### config.mk
export PLATFORM = sky130hd
export DESIGN_NAME = scazator_serial_4_biti
export DESIGN_NICKNAME = d
export VERILOG_FILES = /design/src/rtl/scazator_serial_4_biti_pkg.sv /design/src/rtl/scazator_serial_4_biti_1_bit.sv /design/src/rtl/scazator_serial_4_biti.sv
export SDC_FILE = /design/constraint.sdc
export NUM_CORES = 1
export LEC_CHECK = 0
export BUFFER_PORTS_ARGS = -buffer_cell sky130_fd_sc_hd__buf_2
export CAP_MARGIN = 20
export CORE_MARGIN = 2
export CORE_UTILIZATION = 45
export CTS_CLUSTER_DIAMETER = 100
export DETAILED_ROUTE_END_ITERATION = 12
export PLACE_DENSITY = 0.68
export SYNTH_ARGS = -nofsm -noshare
export SYNTH_HDL_FRONTEND = slang
export SYNTH_HIERARCHICAL = 1
export SYNTH_SLANG_ARGS = --single-unit
export TNS_END_PERCENT = 1
### constraint.sdc
create_clock -name CLK -period 1.2 [get_ports CLK]
set_input_delay 0.24 -clock CLK [delete_from_list [all_inputs] [get_ports CLK]]
set_output_delay 0.24 -clock CLK [all_outputs]
set_load 0.005 [all_outputs]
### src/rtl/scazator_serial_4_biti_pkg.sv
// Shared definitions for the bit-serial subtractor: state encoding,
// default operand width and the bit-counter width helper.
package scazator_serial_4_biti_pkg;

    // Default operand/result width of the serial subtractor.
    localparam int DEFAULT_WIDTH = 4;

    // Bit counter width for a given operand width; never narrower than 1 bit.
    function automatic int cnt_width(input int width);
        return (width < 2) ? 1 : $clog2(width);
    endfunction

    // Bit counter width for the default configuration.
    localparam int CNT_WIDTH = cnt_width(DEFAULT_WIDTH);

    // Controller states: waiting, one bit per cycle, result publication.
    typedef enum logic [1:0] {
        ST_IDLE  = 2'd0,
        ST_SHIFT = 2'd1,
        ST_FIN   = 2'd2
    } state_t;

endpackage

### src/rtl/scazator_serial_4_biti_1_bit.sv
// Combinational one-bit full subtractor: d = a - b - bin, with borrow-out.
// Used once by the serial datapath; also suitable for a parallel subtractor.
module scazator_1_bit (
    input  logic a,
    input  logic b,
    input  logic bin,
    output logic d,
    output logic bout
);

    // Difference bit and borrow generation for a single bit position.
    always_comb begin
        d    = a ^ b ^ bin;
        bout = (~a & b) | (~a & bin) | (b & bin);
    end

endmodule

### src/rtl/scazator_serial_4_biti.sv
// Bit-serial subtractor: D = A - B - BIN, LSB first, one bit per clock.
// Operands are captured on START in IDLE; the result is published with a
// one-cycle DONE pulse and held until the next completed operation.
module scazator_serial_4_biti
    import scazator_serial_4_biti_pkg::*;
#(
    parameter int WIDTH = DEFAULT_WIDTH
) (
    input  logic             CLK,
    input  logic             RST,
    input  logic             START,
    input  logic [WIDTH-1:0] A,
    input  logic [WIDTH-1:0] B,
    input  logic             BIN,
    output logic             BUSY,
    output logic             DONE,
    output logic [WIDTH-1:0] D,
    output logic             BOUT,
    output logic             Z
);

    localparam int CNT_W = cnt_width(WIDTH);
    localparam logic [CNT_W-1:0] CNT_LAST = CNT_W'(WIDTH - 1);

    state_t           state;
    state_t           state_next;

    logic [WIDTH-1:0] sa;
    logic [WIDTH-1:0] sb;
    logic [WIDTH-1:0] sd;
    logic             br;
    logic [CNT_W-1:0] cnt;

    logic             load;
    logic             shift;
    logic             finish;

    logic             d_bit;
    logic             br_next;

    // One full-subtractor cell processes the current LSBs of the operands.
    scazator_1_bit u_bit (
        .a    (sa[0]),
        .b    (sb[0]),
        .bin  (br),
        .d    (d_bit),
        .bout (br_next)
    );

    // State register; reset returns the controller to IDLE.
    always_ff @(posedge CLK) begin
        if (RST) begin
            state <= ST_IDLE;
        end else begin
            state <= state_next;
        end
    end

    // Next-state and control decode; START only matters while IDLE.
    always_comb begin
        state_next = state;
        load       = 1'b0;
        shift      = 1'b0;
        finish     = 1'b0;
        BUSY       = 1'b0;
        case (state)
            ST_IDLE: begin
                if (START) begin
                    load       = 1'b1;
                    state_next = ST_SHIFT;
                end
            end
            ST_SHIFT: begin
                BUSY  = 1'b1;
                shift = 1'b1;
                if (cnt == CNT_LAST) begin
                    state_next = ST_FIN;
                end
            end
            ST_FIN: begin
                BUSY       = 1'b1;
                finish     = 1'b1;
                state_next = ST_IDLE;
            end
            default: begin
                state_next = ST_IDLE;
            end
        endcase
    end

    // Operand/result shift registers, borrow flop and bit counter.
    always_ff @(posedge CLK) begin
        if (RST) begin
            sa  <= '0;
            sb  <= '0;
            sd  <= '0;
            br  <= 1'b0;
            cnt <= '0;
        end else if (load) begin
            sa  <= A;
            sb  <= B;
            sd  <= '0;
            br  <= BIN;
            cnt <= '0;
        end else if (shift) begin
            sa  <= {1'b0, sa[WIDTH-1:1]};
            sb  <= {1'b0, sb[WIDTH-1:1]};
            sd  <= {d_bit, sd[WIDTH-1:1]};
            br  <= br_next;
            cnt <= cnt + CNT_W'(1);
        end
    end

    // Published result and DONE pulse; outputs only change when FIN completes.
    always_ff @(posedge CLK) begin
        if (RST) begin
            D    <= '0;
            BOUT <= 1'b0;
            Z    <= 1'b0;
            DONE <= 1'b0;
        end else begin
            DONE <= finish;
            if (finish) begin
                D    <= sd;
                BOUT <= br;
                Z    <= (sd == '0);
            end
        end
    end

endmodule

==> impl_metrics.ini <==
[status]
outcome = finished, violations left
violations = negative setup slack

[global_routing]
use_met2_pct = 28.5
grt_pass1_vias = 745
gr-total-overflow = 0
grt_pass1_wl_um = 3480
grt.total_usage_pct = 17.6
use_met3_pct = 5.93
grt_max_degree = 18
grt_util_met1_pct = 21.9
grt_antenna_before_repair = 0
grt.busiest_layer = met2

[timing]
hold_viol_final = 0
finalCritPeriodShare_pct = 110
setup_slack_ns = -0.119
finalClockSkew_ns = 0.00271
fin_crit_ns = 1.32
worst_hold_slack_ns = 0.193
worstMarginPinSlew_ns = 0.411
maxSlewViolCount = 0
finalSetupViolCount = 21
rsz0062_at_grt = yes
fmax_mhz = 758
max-slew-margin-rel_pct = 72.6

[logic_synthesis]
netlist_area_sq_mm = 0.00107
syn_area_per_cell_sq_um = 10.2
ys_seq_area_share_pct = 44.7
syn-instance-count = 105
ys_ff_latch = 24
syn_nets = 124
yosys_warnings = 6
ys_types = 19

[drt]
drc_errors = 0
first_pass_iters = 4
vias = 790
final_antenna_net_count = 0
drt-total-wl_um = 1960
drtIter0Drc = 10
wl_per_cell_um = 12.2
viasPerCell = 4.91

[final_layout]
num_antenna_cells = 0
layout.nets = 153
synthToLayoutAreaGrowth_pct = 25.1
drive_gt1_share_pct = 35.3

[worst_setup_path]
endpoint_kind = output pin
crit_required_ns = 0.96
cp-startpoint = state[0]
worstPathMaxFanout = 3
r2r-start = state[0]
crit_type = reg2out
reg2reg_depth = 5
cp.arrival_ns = 1.08
critPathLaunchType = register

[cts]
htree_levels = 1
clk_pin_slew_worst_paths_ns = 0.13
postCtsHoldBufs = 0
root_buffer = clkbuf_4
cts_buffers = 3
clk_latency_ns = 0.31
numClockSinks = 24
cts_tree = built
clockBufferDepth = 2

[power_and_ir_drop]
total_power_mw = 2.85
powerDensity_mw_per_mm2 = 2120
p_leak_nw = 0.571
max-vdd-ir-drop_uv = 1200

[flow_run]
max_cap_violations = 0

[worst_hold_path]
hold_path_class = in2reg
holdCritStartpoint = A[3]
whs_path_depth = 3

[floorplanning]
core_area_sq_mm = 0.00223
placementRows = 17
ios = 20
die_width_um = 52.9
initial_core_util_pct = 48.1
die_y_um = 52.9
die_area_sq_mm = 0.00280

[placement]
post-dp-hpwl_um = 1370
place_congestion = 0.692
port_buffers = 19
-- state kept, by name (all words and copies together), names as in the netlist --
| register | count |
|---|---|
| Z | 1 |
| br | 1 |
| sb | 4 |
| sd | 4 |
| D | 4 |
| DONE | 1 |
| sa | 4 |
| state | 2 |
| cnt | 2 |
| BOUT | 1 |
-- critical path, stage by stage (launching register included) --
cell	delay [ns]
dfxtp_2	0.38
inv_4	0.05
ha_4	0.23
buf_6	0.11
-- path summary, 6_finish.rpt --
| check | slack (ns) | to |
|---|---|---|
| setup / recovery | -0.12 | BUSY |
| hold / removal | 0.19 | sa[3] |
| hold reg to reg | 0.50 | sa[3] |
| setup reg to reg | -0.06 | sb[0] |
-- stage by stage --
stage	instance area [sq um]	utilization (%)	setup slack [ns]	TNS, ns	std cells
CTS	1320	59.3	-0.112	-0.364	160
floorplan	1080	-	-0.00552	-0.00882	105
detailed placement	1200	53.8	-0.107	-1.22	152
global placement	1200	53.8	-0.0351	-0.195	152
global route	1350	60.2	-0.174	-2.31	161
finish	1350	60.2	-0.119	-0.754	161
-- timing repair --
item                       CTS  global route
gates resized for setup     11             4
setup endpoints to repair   24            24
pin swaps                    6             2
setup buffers                4             1
-- cell type report --
type                    instances  area, sq um
well taps                      28         35.0
fillers                       221          888
multi-input cells              69          557
inverters                       6         25.0
clock inverters                 1         30.0
flip-flops and latches         24          484
repair buffers                 30          191
clock buffers                   3         22.5
-- power by group --
part,total [mW],internal (mW),leakage (nW),switching [mW]
Clock,0.573,0.338,0.0279,0.235
Sequential,1.04,0.945,0.197,0.0939
Combinational,1.24,0.676,0.347,0.560
-- layer usage --
layer | share of wire (%) | vias to the layer above
met5 | 0 | -
met4 | 2.4 | 0
met3 | 4.4 | 6
met2 | 48 | 18
met1 | 45 | 355
li1 | - | 411
-- cells in the mapped netlist --
| cell | number | area share (%) |
|---|---|---|
| a22oi_1 | 1 | 0.70 |
| buf_12 | 1 | 1.9 |
| nor2_1 | 19 | 6.6 |
| nor2b_1 | 1 | 0.58 |
| ha_1 | 6 | 7.0 |
| xnor2_1 | 1 | 0.82 |
| inv_1 | 6 | 2.1 |
| buf_2 | 4 | 1.9 |
| nor4_1 | 1 | 0.58 |
| nand3b_1 | 2 | 1.4 |
| a211oi_1 | 7 | 4.9 |
| mux2i_1 | 20 | 19 |
| fa_1 | 1 | 1.9 |
| dfxtp_1 | 24 | 45 |
| buf_6 | 1 | 1.0 |
| nand2b_1 | 5 | 2.9 |
| nand3_1 | 2 | 0.93 |
| a21oi_1 | 2 | 0.93 |
| nand2_2 | 1 | 0.58 |
-- placed cells by master, fill, tap and decap left out, drive strengths merged, types with 2 or more instances in the layout --
cell	netlist	final
ha	6	6
nand3	2	2
dfxtp	24	24
a211oi	7	7
buf	6	30
clkbuf	0	3
nand2b	5	5
nor2	19	19
mux2i	20	20
nand3b	2	2
inv	6	6
a21oi	2	2
-- kinds of logic after synthesis --
| family | Yosys count | share of synthesized area, % |
|---|---|---|
| flip-flops | 24 | 44.7 |
| buffers and inverters | 12 | 6.87 |
| multiplexers | 20 | 18.6 |
| adder cells (fa/ha/maj) | 7 | 8.85 |
| AO/OA/AOI/OAI | 10 | 6.52 |
| AND/OR/NAND/NOR | 31 | 13.6 |
| XOR/XNOR | 1 | 0.815 |
(Power assumes the default switching activity.)
